**src/rtl/bit_deser_pkg.sv**
```systemverilog
// Shared definitions for the serial-to-parallel packer.
// Counter width helper and default counter type.
// No logic; imported by bit_deserializer.
package bit_deser_pkg;

  // Bits needed to count from 0 up to and including width
  function automatic int cnt_w(input int width);
    return $clog2(width + 1);
  endfunction

  localparam int DEFAULT_WIDTH = 24;

  // Bit counter sized for the default word width
  typedef logic [cnt_w(DEFAULT_WIDTH)-1:0] bit_cnt_t;

endpackage

```
**src/rtl/bit_deserializer.sv**
```systemverilog
// Packs a 1-bit stream MSB-first into WIDTH-bit words; early flush emits a zero-padded partial word.
// Latency: strobe 1 clock after the last accepted bit (or flush); back-to-back words need no gap.
// No backpressure: every strobe is consumed. Optional BIT_DESER_PARITY_EN adds deser_parity_o.
module bit_deserializer
  import bit_deser_pkg::*;
#(
  parameter int WIDTH = 24
) (
  input  logic                      clk_i,
  input  logic                      arst_i,
  input  logic                      data_i,
  input  logic                      data_val_i,
  input  logic                      flush_i,
  output logic [WIDTH-1:0]          deser_data_o,
  output logic [cnt_w(WIDTH)-1:0]   deser_bits_o,
  output logic                      deser_data_val_o
`ifdef BIT_DESER_PARITY_EN
  ,
  output logic                      deser_parity_o
`endif
);

  localparam int CW = cnt_w(WIDTH);
  localparam logic [CW-1:0] FULL = CW'(WIDTH);

  logic [WIDTH-1:0] shift_q, shift_d;
  logic [CW-1:0]    cnt_q, cnt_d;
  logic [WIDTH-1:0] data_q, data_d;
  logic [CW-1:0]    bits_q, bits_d;
  logic             val_q, val_d;
  logic [WIDTH-1:0] word;
  logic [CW-1:0]    cnt_n;
  logic             emit;
`ifdef BIT_DESER_PARITY_EN
  logic             par_run_q, par_run_d;
  logic             par_q, par_d;
  logic             par_n;
`endif

  // Insert the incoming bit, then decide whether this cycle closes a word
  always_comb begin
    word  = shift_q;
    cnt_n = cnt_q;
    if (data_val_i) begin
      for (int i = 0; i < WIDTH; i++) begin
        if (i == WIDTH - 1 - int'(cnt_q)) word[i] = data_i;
      end
      cnt_n = cnt_q + CW'(1);
    end
    // A flush that lands on the final bit is just a full word
    emit = (cnt_n == FULL) || (flush_i && (cnt_n != '0));

    shift_d = word;
    cnt_d   = cnt_n;
    data_d  = data_q;
    bits_d  = bits_q;
    val_d   = 1'b0;
`ifdef BIT_DESER_PARITY_EN
    par_n     = par_run_q ^ (data_val_i & data_i);
    par_run_d = par_n;
    par_d     = par_q;
`endif
    if (emit) begin
      // Shift register is cleared at each emission, so unfilled low bits are already zero
      data_d  = word;
      bits_d  = cnt_n;
      val_d   = 1'b1;
      shift_d = '0;
      cnt_d   = '0;
`ifdef BIT_DESER_PARITY_EN
      par_d     = par_n;
      par_run_d = 1'b0;
`endif
    end
  end

  // State and registered outputs; reset discards any partial word
  always_ff @(posedge clk_i or posedge arst_i) begin
    if (arst_i) begin
      shift_q <= '0;
      cnt_q   <= '0;
      data_q  <= '0;
      bits_q  <= '0;
      val_q   <= 1'b0;
`ifdef BIT_DESER_PARITY_EN
      par_run_q <= 1'b0;
      par_q     <= 1'b0;
`endif
    end else begin
      shift_q <= shift_d;
      cnt_q   <= cnt_d;
      data_q  <= data_d;
      bits_q  <= bits_d;
      val_q   <= val_d;
`ifdef BIT_DESER_PARITY_EN
      par_run_q <= par_run_d;
      par_q     <= par_d;
`endif
    end
  end

  assign deser_data_o     = data_q;
  assign deser_bits_o     = bits_q;
  assign deser_data_val_o = val_q;
`ifdef BIT_DESER_PARITY_EN
  assign deser_parity_o   = par_q;
`endif

endmodule

```
**config.mk**
```make
export PLATFORM = sky130hd
export DESIGN_NAME = bit_deserializer
export DESIGN_NICKNAME = d
export VERILOG_FILES = /design/src/rtl/bit_deser_pkg.sv /design/src/rtl/bit_deserializer.sv
export SDC_FILE = /design/constraint.sdc
export NUM_CORES = 1
export LEC_CHECK = 0
export ABC_AREA = 1
export BUFFER_PORTS_ARGS = -buffer_cell sky130_fd_sc_hd__buf_4
export CAP_MARGIN = 10
export CORE_MARGIN = 10
export CORE_UTILIZATION = 52
export CTS_CLUSTER_DIAMETER = 200
export DETAILED_ROUTE_END_ITERATION = 12
export PLACE_DENSITY = 0.72
export SLEW_MARGIN = 20
export SYNTH_ARGS = -nofsm -noshare
export SYNTH_HDL_FRONTEND = slang
export SYNTH_SLANG_ARGS = --single-unit
```
**constraint.sdc**
```tcl
create_clock -name clk_i -period 2 [get_ports clk_i]
set_clock_uncertainty 0.15 [all_clocks]
set_input_delay 0.2 -clock clk_i [delete_from_list [all_inputs] [get_ports clk_i]]
set_output_delay 0.2 -clock clk_i [all_outputs]
set_load 0.02 [all_outputs]
```
==> results_dict.tcl, run 1 <==
set metrics [dict create \
    synth_fa_ha_area_share_pct 2.57 \
    cts.clk_slew.worst_paths_ps 70 \
    via_per_inst 4.93 \
    worst_setup_slack_final_ps -73.6 \
    failed_checks "setup timing" \
    regToRegSetupSlack_ps -70 \
    first_pass_iters 4 \
    critical_path_peak_fanout 7 \
    mapped_area_mm2 0.00293 \
    clock_tree_from_tritoncts "done" \
    grt_max_degree 60 \
    hold_path_depth 3 \
    synth-main-ff-cell "dfrtp_1" \
    hold_path_startpoint "data_i" \
    hold-worst-slack_ps 168 \
    r2r_start "cnt_q[1]" \
    worst_setup_path_startpoint "cnt_q[1]" \
    cts.htree.levels 3 \
    io_buffer_count 34 \
    gp_congestion 0.827 \
    final-hold-violation-count 0 \
    ys_seq_elements 59 \
    dpl_worst_slack_ps -1.98 \
    p_leak_nw 2.23 \
    syn-num-nets 376 \
    final_nets 444 \
    grt_pass1_wl_um 10800 \
    run_status "finished, violations left" \
    floorplan.core_area_mm2 0.00547 \
    worstHoldEndpoint "shift_q[21]" \
    postSynthCellCount 365 \
    tritoncts_num_sinks 59 \
    pwr_density_cell_mw_per_mm2 864 \
    critical_path.startpoint_type "flop" \
    die-area_mm2 0.00903 \
    synth_compound_area_share_pct 4.45 \
    cts_inserted_buffers 9 \
    worst_ep_required_time_ps 2090 \
    simple_logic_cell_fraction_of_the_synthesized_area_pct 32.2 \
    worst_setup_path_type "flop to flop" \
    muxShareOfSynthArea_pct 0 \
    cp.arrival_ps 2160 \
    timing_max_transition_violations_final 0 \
    dp_hpwl_um 4250 \
    ys_warn_count 0 \
    global_route.overflow_total 0 \
    worst_skew_pair.late_latency_ps 340 \
    seq_area_frac_synth_pct 50.4 \
    timing.critical_path.to_type "flop" \
    holdCritPathClass "primary input to flop" \
    drt_antenna_net_count 0 \
    initial_antenna_violation_count 0 \
    num_antenna_cells 0 \
    tightest_slew_ps 447 \
    synth_top_family_by_area "simple AND/OR/NAND/NOR gates" \
    clock.fmax_mhz 482 \
    post-route-period-util_pct 104 \
    fraction_of_layout_instances_using_a_drive_strength_above_1_pct 38.1 \
    drt_drc_violations_left 0 \
    vias 2512 \
    synth_enable_flop_cells 0 \
    clockRootBuffer "clkbuf_8" \
    boundaryPins 35 \
    placement_rows 27 \
    distinct_cells_synth 18 \
    placedInstanceArea_mm2 0.00336 \
    grtUsageTotal_pct 15.1 \
    max_cap_violations 0 \
    design_area_mm2 0.00401 \
    async_flop_share_pct 100 \
    initial_core_util_pct 53.5 \
    die_width_um 95.0 \
    areaGrowthSynthToFinish_pct 37.0 \
    unrepaired_setup_endpoints_after_global_routing "yes" \
    setup-violations-final 43 \
    finalCriticalPeriod_ps 2070 \
    routed_wl_um 7410 \
    worst_ir_drop_vdd_mv 0.637 \
    fillers 397 \
    cts.path.max_buffers 2 \
    die-height_um 95.0 \
    detailedRoute.firstIterationViolations 135 \
    postSynthAreaPerCell_um2 8.02 \
    avgRoutedWirePerCell_um 14.5 \
    post_synth_xor_xnor_area_pct 0 \
    register_to_register_path_depth 13 \
    rr_endpoint "deser_data_o[1]" \
    slew-limit-headroom_pct 70.2 \
    grt_pass1_vias 2404 \
]
synthesized netlist by cell type, types with 5 or more instances:
library cell / n / area, um2
nand2_1: 111 / 417
dfrtp_1: 59 / 1480
inv_1: 55 / 206
nand3_1: 37 / 185
nor2_1: 27 / 101
o21ai_0: 26 / 130
nor2_2: 12 / 75.1
nor2_4: 10 / 113
ha_1: 6 / 75.1
buf_2: 5 / 25.0
how the worst max path moves through the flow:
| stage | end | slack [ps] | cells past startpoint |
|---|---|---|---|
| 4_1_cts | deser_data_o[10] | -20 | 10 |
| 5_1_grt | deser_data_o[1] | -140 | 13 |
| 3_5_place_dp | deser_data_o[9] | -2 | 11 |
| 6_report | deser_data_o[1] | -70 | 13 |
| 2_1_floorplan | shift_q[7] | 80 | 12 |
| 3_3_place_gp | deser_data_o[12] | 60 | 11 |
layout make-up:
| class | instances | area, um2 | area share [%] |
|---|---|---|---|
| Clock buffer | 10 | 128 | 3.18 |
| Clock inverter | 6 | 80.1 | 2.00 |
| Timing Repair Buffer | 71 | 661 | 16.5 |
| Multi-Input combinational cell | 237 | 1370 | 34.1 |
| Sequential cell | 59 | 1480 | 36.9 |
| Inverter | 55 | 206 | 5.15 |
| Tap cell | 72 | 90.1 | 2.25 |
where the power goes:
group / switching, W / leakage (nW) / total [W] / internal, W
Clock: 0.000475 / 0.110 / 0.00117 / 0.000693
Combinational: 0.000552 / 1.31 / 0.000942 / 0.000389
Sequential: 0.0000621 / 0.808 / 0.00135 / 0.00129
logic make-up after synthesis:
kind of cell / Yosys count
buffers and inverters: 69
adder cells (fa/ha/maj): 6
AO/OA/AOI/OAI: 26
AND/OR/NAND/NOR: 205
flip-flops: 59
worst max-delay path: stages (launching register included):
cell	delay (ps)
dfrtp_2	450
inv_2	100
ha_4	200
inv_2	40
nand2_2	50
nand2_2	80
nand2_2	80
nor2_4	190
nand2_2	90
nand2_4	120
nand2_8	110
clkbuf_16	190
nand2_2	70
nand2_1	50
timing repair:
action                                  4_1_cts  5_1_grt
endpoints found under the hold margin        60        0
setup buffers                                 1        9
pin swaps                                     0       13
resized for setup                             0       77
gates cloned                                  0        5
endpoints found under the setup margin       17       58
hold buffers                                  2        0
state kept, by name, summed over array words and instances, names as in the netlist:
signal	cells
shift_q	24
deser_data_val_o	1
deser_data_o	24
cnt_q	5
deser_bits_o	5
layer usage:
layer | vias to the layer above | routed length (um) | track usage (%)
met5 | - | 0 | 0
met4 | 0 | 163 | 6.61
met3 | 15 | 413 | 4.95
met2 | 57 | 3520 | 24.7
met1 | 1186 | 3310 | 17.9
li1 | 1254 | - | -
placed cells by master, fill, tap and decap left out, types with 4 or more instances in the layout:
| master | n |
|---|---|
| clkinv_2 | 4 |
| dfrtp_1 | 57 |
| buf_4 | 59 |
| nand3_1 | 37 |
| o21ai_1 | 4 |
| nand2_2 | 30 |
| nor2_2 | 20 |
| clkbuf_16 | 4 |
| clkbuf_8 | 9 |
| nand2_4 | 6 |
| nor2_1 | 18 |
| nor2_4 | 11 |
| nand2_1 | 77 |
| inv_2 | 5 |
| inv_1 | 50 |
| o21ai_0 | 19 |
stage by stage:
stage / total power [W] / util, % / setup TNS, ps / cells
CTS: 0.00322 / 65.8 / -77.6 / 496
global placement: 0.00204 / 61.5 / 0 / 477
detailed placement: 0.00205 / 61.5 / -1.98 / 477
global route: 0.00363 / 73.3 / -5460 / 510
finish: 0.00346 / 73.3 / -1370 / 510
floorplan: 0.00183 / - / 0 / 365
Note: power is estimated with default switching activity, not from simulation.
==> run 2, diff against run 1 <==
--- a/config.mk
+++ b/config.mk
@@ -8,7 +8,6 @@
 export ABC_AREA = 1
 export BUFFER_PORTS_ARGS = -buffer_cell sky130_fd_sc_hd__buf_4
 export CAP_MARGIN = 10
-export CORE_MARGIN = 10
 export CORE_UTILIZATION = 52
 export CTS_CLUSTER_DIAMETER = 200
 export DETAILED_ROUTE_END_ITERATION = 12
==> constraint.sdc (replaced) <==
create_clock -name clk_i -period 2 [get_ports clk_i]
set_clock_uncertainty 0.15 [all_clocks]
set_input_delay 0 -clock clk_i [delete_from_list [all_inputs] [get_ports clk_i]]
set_output_delay 0 -clock clk_i [all_outputs]
set_load 0.02 [all_outputs]
==> results_dict.tcl, run 2 (synthesis gave the netlist of run 1 again) <==
set metrics [dict create \
    finalCriticalPeriod_ps 2050 \
    die_width_um 77.0 \
    route.layer.met1.wl_um 3310 \
    detailedRoute.firstIterationViolations 277 \
    critical_path.startpoint_type "flop" \
    finalNonFillerCells 511 \
    seq_area_mm2 0.00148 \
    routed_wl_um 8300 \
    multi_input_logic_area_mm2 0.00140 \
    timing.critical_path.to_type "flop" \
    clock_tree_from_tritoncts "done" \
    worst_setup_slack_final_ps -49.0 \
    fillers 346 \
    die-height_um 77.0 \
    first_pass_iters 4 \
    failed_checks "setup timing" \
    num_antenna_cells 0 \
    worst_ep_required_time_ps 2080 \
    cp_slowest_stage_delay_ps 460 \
    final_cell_mix "nand2_1 (76), dfrtp_1 (57), buf_4 (54)" \
    wl_met2_um 4220 \
    grtUsageTotal_pct 23.5 \
    route.top_layer_used "met4" \
    holdCritPathClass "primary input to async pin" \
    slew-limit-headroom_pct 59.3 \
    worst_skew_pair.late_latency_ps 350 \
    post-route-period-util_pct 102 \
    floorplan.core_area_mm2 0.00527 \
    place.detailed.instances 477 \
    avgRoutedWirePerCell_um 16.2 \
    final-hold-violation-count 0 \
    initial_core_util_pct 55.5 \
    boundaryPins 35 \
    io_buffer_count 34 \
    grt_pass1_vias 2329 \
    regToRegSetupSlack_ps -50 \
    vias 2660 \
    grt_max_degree 33 \
    grt_pass1_wl_um 10700 \
    drt_drc_violations_left 0 \
    dp_hpwl_um 4240 \
    drt_antenna_net_count 0 \
    mostFrequentLayoutCell "nand2_1" \
    timing_max_transition_violations_final 0 \
    critical-path-slowest-cell "dfrtp_2" \
    cts.path.max_buffers 2 \
    unrepaired_setup_endpoints_after_global_routing "yes" \
    via_per_inst 5.21 \
    clock.fmax_mhz 488 \
    register_to_register_path_depth 13 \
    global_route.overflow_total 0 \
    cpLargestDelayFamily "simple AND/OR/NAND/NOR gates" \
    pwr_density_cell_mw_per_mm2 838 \
    gp_congestion 0.923 \
    placement_rows 26 \
    cts.clk_slew.worst_paths_ps 70 \
    areaGrowthSynthToFinish_pct 40.0 \
    max_cap_violations 0 \
    path_cells "inv_4, ha_4, inv_2, nand2_2, nand2_2, nand2_2, nor2_4, nand2_2, nand2_4, nand2_8, clkbuf_16, nand2_2, nand2_1" \
    tightest_slew_ps 609 \
    clockRootBuffer "clkbuf_8" \
    hold-worst-slack_ps 140 \
    setup-violations-final 16 \
    worst_ir_drop_vdd_mv 0.519 \
    cp.arrival_ps 2130 \
    run_status "finished, violations left" \
    final_nets 448 \
    met3WireLength_um 518 \
    tritoncts_num_sinks 59 \
    cts_inserted_buffers 9 \
    cts.htree.levels 3 \
    timing.critical_path.mode_cell "nand2_2" \
    die-area_mm2 0.00593 \
    initial_antenna_violation_count 0 \
    total_power_w 0.00343 \
    fraction_of_layout_instances_using_a_drive_strength_above_1_pct 38.3 \
    critical_path_peak_fanout 5 \
    worst_setup_path_type "flop to flop" \
    rr_endpoint "deser_bits_o[1]" \
    worst-path-buf-inv 3 \
    r2r_start "cnt_q[0]" \
    p_leak_nw 2.28 \
    post-route-util_pct 77.8 \
]
## run 2: cell count changes in the layout (fill, tap and decap cells not counted), moves of 3 or more
cell	previous run	this run
buf_4	59	54
clkbuf_8	9	12
dlygate4sd3_1	2	6
nand2_4	6	9
nor2_1	18	14
nor2_2	20	24
o21ai_0	19	16
o21ai_1	4	7
## run 2: layout make-up
| type | count | area share (%) |
|---|---|---|
| flip-flops and latches | 59 | 36.1 |
| multi-input cells | 238 | 34.0 |
| repair buffers | 74 | 18.3 |
| inverters | 55 | 5.10 |
| clock buffers | 13 | 4.12 |
| well taps | 70 | 2.14 |
| clock inverters | 2 | 0.244 |
## run 2: worst reg2reg max path: cells and delay by family (launching register included)
family / cells / cell delay, ps
AND/OR/NAND/NOR: 9 / 800
adder cells (fa/ha/maj): 1 / 190
flip-flops: 1 / 460
buffers and inverters: 3 / 330
## run 2: how the worst max path moves through the flow
stage,depth (start not counted),end,from,slack (ps)
final,13,deser_bits_o[1],cnt_q[0],-50
after global routing,11,deser_bits_o[1],cnt_q[0],-160
after CTS,13,deser_data_o[10],cnt_q[0],7
after detailed placement,13,deser_bits_o[2],cnt_q[0],-10
after global placement,13,deser_bits_o[2],cnt_q[0],20
after floorplan,12,shift_q[7],cnt_q[0],80
## run 2: per-layer routing
layer,global-route usage (%),vias to the layer above
met4,11.1,0
met5,0,-
met3,6.31,24
met1,30.1,1283
met2,36.9,100
li1,-,1253
## run 2: repair_timing
item | 4_1_cts | 5_1_grt
pin swaps | 1 | 6
hold buffers | 6 | 0
gates cloned | 0 | 9
endpoints found under the setup margin | 26 | 58
hold endpoints to repair | 40 | 0
setup buffers | 0 | 4
gates resized for setup | 3 | 86
## run 2: stage by stage
stage	setup TNS [ps]	setup slack, ps	instance area (um2)
global route	-5220	-163	4100
floorplan	0	83.5	2930
CTS	0	6.94	3640
global placement	0	18.4	3390
finish	-243	-49.0	4100
detailed placement	-47.2	-13.2	3390
## run 2: power by group
group	total, W	leakage (nW)	internal (W)	switching, W
Sequential	0.00136	0.808	0.00129	0.0000661
Combinational	0.00105	1.38	0.000449	0.000605
Clock	0.00102	0.0953	0.000541	0.000480
Total	0.00343	2.28	0.00228	0.00115
==> run 3, diff against run 2 <==
--- a/config.mk
+++ b/config.mk
@@ -8,10 +8,10 @@
 export ABC_AREA = 1
 export BUFFER_PORTS_ARGS = -buffer_cell sky130_fd_sc_hd__buf_4
 export CAP_MARGIN = 10
-export CORE_UTILIZATION = 52
+export CORE_UTILIZATION = 40
 export CTS_CLUSTER_DIAMETER = 200
 export DETAILED_ROUTE_END_ITERATION = 12
-export PLACE_DENSITY = 0.72
+export PLACE_DENSITY = 0.58
 export SLEW_MARGIN = 20
 export SYNTH_ARGS = -nofsm -noshare
 export SYNTH_HDL_FRONTEND = slang
==> results_dict.tcl, run 3 (synthesis gave the netlist of run 1 again) <==
set metrics [dict create \
    run_status "completed" \
    switching_power_as_a_share_of_total_power_pct 33.4 \
    seq_area_mm2 0.00148 \
    grtUsageTotal_pct 19.4 \
    r2r_start "cnt_q[1]" \
    rr_endpoint "shift_q[6]" \
    tritoncts_num_sinks 59 \
    grt_pass1_vias 2336 \
    register_to_register_path_depth 11 \
    drt_drc_violations_left 0 \
    routed_wl_um 7250 \
    share_seq_of_total_power_pct 41.7 \
    die_width_um 87.5 \
    cts.htree.levels 3 \
    critical_path.startpoint_type "flop" \
    post-route-period-util_pct 98.3 \
    first_pass_iters 4 \
    setup-violations-final 0 \
    power.internal_w 0.00217 \
    grt_max_degree 30 \
    vias 2476 \
    cts_inserted_buffers 9 \
    gp_congestion 0.826 \
    max_cap_violations 0 \
    via_per_inst 4.63 \
    critical-path-slowest-cell "dfrtp_2" \
    timing.critical_path.to_type "flop" \
    cts.path.max_buffers 2 \
    dpl_worst_slack_ps -23.4 \
    cp_slowest_stage_delay_ps 440 \
    p_leak_nw 2.22 \
    areaGrowthSynthToFinish_pct 41.2 \
    die-height_um 87.5 \
    placement_rows 30 \
    cpLargestDelayFamily "simple AND/OR/NAND/NOR gates" \
    final_cell_mix "nand2_1 (80), dfrtp_1 (57), buf_4 (54)" \
    worst-path-buf-inv 3 \
    clock.fmax_mhz 509 \
    initial_antenna_violation_count 0 \
    pwr-share-clk_pct 26.8 \
    timing_max_transition_violations_final 0 \
    place.detailed.instances 504 \
    cp.arrival_ps 2040 \
    cts.clk_slew.worst_paths_ps 60 \
    clockRootBuffer "clkbuf_8" \
    tightest_slew_ps 439 \
    critical_path_peak_fanout 7 \
    fraction_of_layout_instances_using_a_drive_strength_above_1_pct 39.9 \
    netSwitchingPower_w 0.00109 \
    drt_antenna_net_count 0 \
    clock_tree_from_tritoncts "done" \
    path_cells "inv_2, ha_4, inv_2, nand2_2, nand2_2, nand2_2, nor2_4, nand3_4, nand2_8, clkbuf_16, nor2_4" \
    avgRoutedWirePerCell_um 13.6 \
    grt_pass1_wl_um 11100 \
    post-route-util_pct 59.5 \
    io_buffer_count 34 \
    initial_core_util_pct 42.1 \
    finalNonFillerCells 535 \
    final-hold-violation-count 0 \
    total_power_w 0.00325 \
    num_antenna_cells 0 \
    final_nets 447 \
    detailedRoute.firstIterationViolations 117 \
    holdCritPathClass "primary input to async pin" \
    power.share.combinational_pct 31.6 \
    regToRegSetupSlack_ps 30 \
    unrepaired_setup_endpoints_after_global_routing "yes" \
    worst_setup_slack_final_ps 33.9 \
    dp_hpwl_um 4280 \
    boundaryPins 35 \
    worst_ep_required_time_ps 2070 \
    slew-limit-headroom_pct 70.7 \
    global_route.overflow_total 0 \
    worst_setup_path_type "flop to flop" \
    floorplan.core_area_mm2 0.00694 \
    fillers 648 \
    worst_ir_drop_vdd_mv 0.421 \
    worst_skew_pair.late_latency_ps 340 \
    multi_input_logic_area_mm2 0.00143 \
    timing.critical_path.mode_cell "nand2_2" \
    die-area_mm2 0.00766 \
    mostFrequentLayoutCell "nand2_1" \
    finalCriticalPeriod_ps 1970 \
    pwr_density_cell_mw_per_mm2 788 \
]
[run 3: cell types whose count changed in the layout (fill, tap and decap cells not counted), moves of 3 or more]
cell,delta
nand2_4,-6
clkbuf_8,-3
nand3_2,+5
nand2_1,+4
nand3_1,-5
nor2_1,-3
nor2_4,+4
[run 3: cell type report]
cell class	instances	area share [%]
sequential	59	35.8
tap	96	2.91
timing repair buffer	73	18.2
inverter	55	5.00
multi-input combinational	238	34.5
clock buffer	10	3.09
clock inverter	4	0.485
[run 3: worst max path at each step]
stage / from / endpoint / slack [ps] / cells after the start
3_5_place_dp: cnt_q[0] / deser_data_o[12] / -20 / 13
6_report: cnt_q[1] / shift_q[6] / 30 / 11
4_1_cts: cnt_q[0] / deser_data_o[12] / 8 / 13
3_3_place_gp: cnt_q[0] / deser_data_o[13] / 50 / 13
2_1_floorplan: cnt_q[0] / shift_q[7] / 80 / 12
5_1_grt: cnt_q[4] / deser_data_o[15] / -70 / 11
[run 3: timing repair]
| item | 4_1_cts | 5_1_grt |
|---|---|---|
| pin swaps | 1 | 8 |
| setup buffers | 1 | 3 |
| hold buffers | 4 | 0 |
| setup endpoints to repair | 29 | 58 |
| cloned | 0 | 9 |
| gates resized for setup | 2 | 95 |
| endpoints found under the hold margin | 75 | 0 |
[run 3: power groups by stage]
stage	registers, W	logic (W)	clock network, W
detailed placement	0.00136	0.000717	0
finish	0.00136	0.00103	0.000871
global route	0.00137	0.00112	0.000958
CTS	0.00135	0.000734	0.000896
floorplan	0.00144	0.000391	0
global placement	0.00137	0.000710	0
[run 3: worst register-to-register path: stages, from the launching register on]
cell and delay, ps:
dfrtp_2 440, inv_2 100, ha_4 200, inv_2 50, nand2_2 40, nand2_2 60
nand2_2 70, nor2_4 150, nand3_4 200, nand2_8 160, clkbuf_16 190, nor2_4 40
[run 3: metal layers]
layer  part of all wire [%]  track usage, %
met1                     49            27.1
met2                     45            29.5
met3                    3.7            3.68
met4                    1.9            8.94
met5                      0               0
[run 3: metrics by stage]
stage	cell area [um2]	hold slack (ps)	setup TNS (ps)
after floorplan	2930	17.3	0
after global placement	3430	-131	0
after detailed placement	3430	-135	-246
after CTS	3630	60.7	0
after global routing	4130	94.1	-1340
final	4130	58.7	0
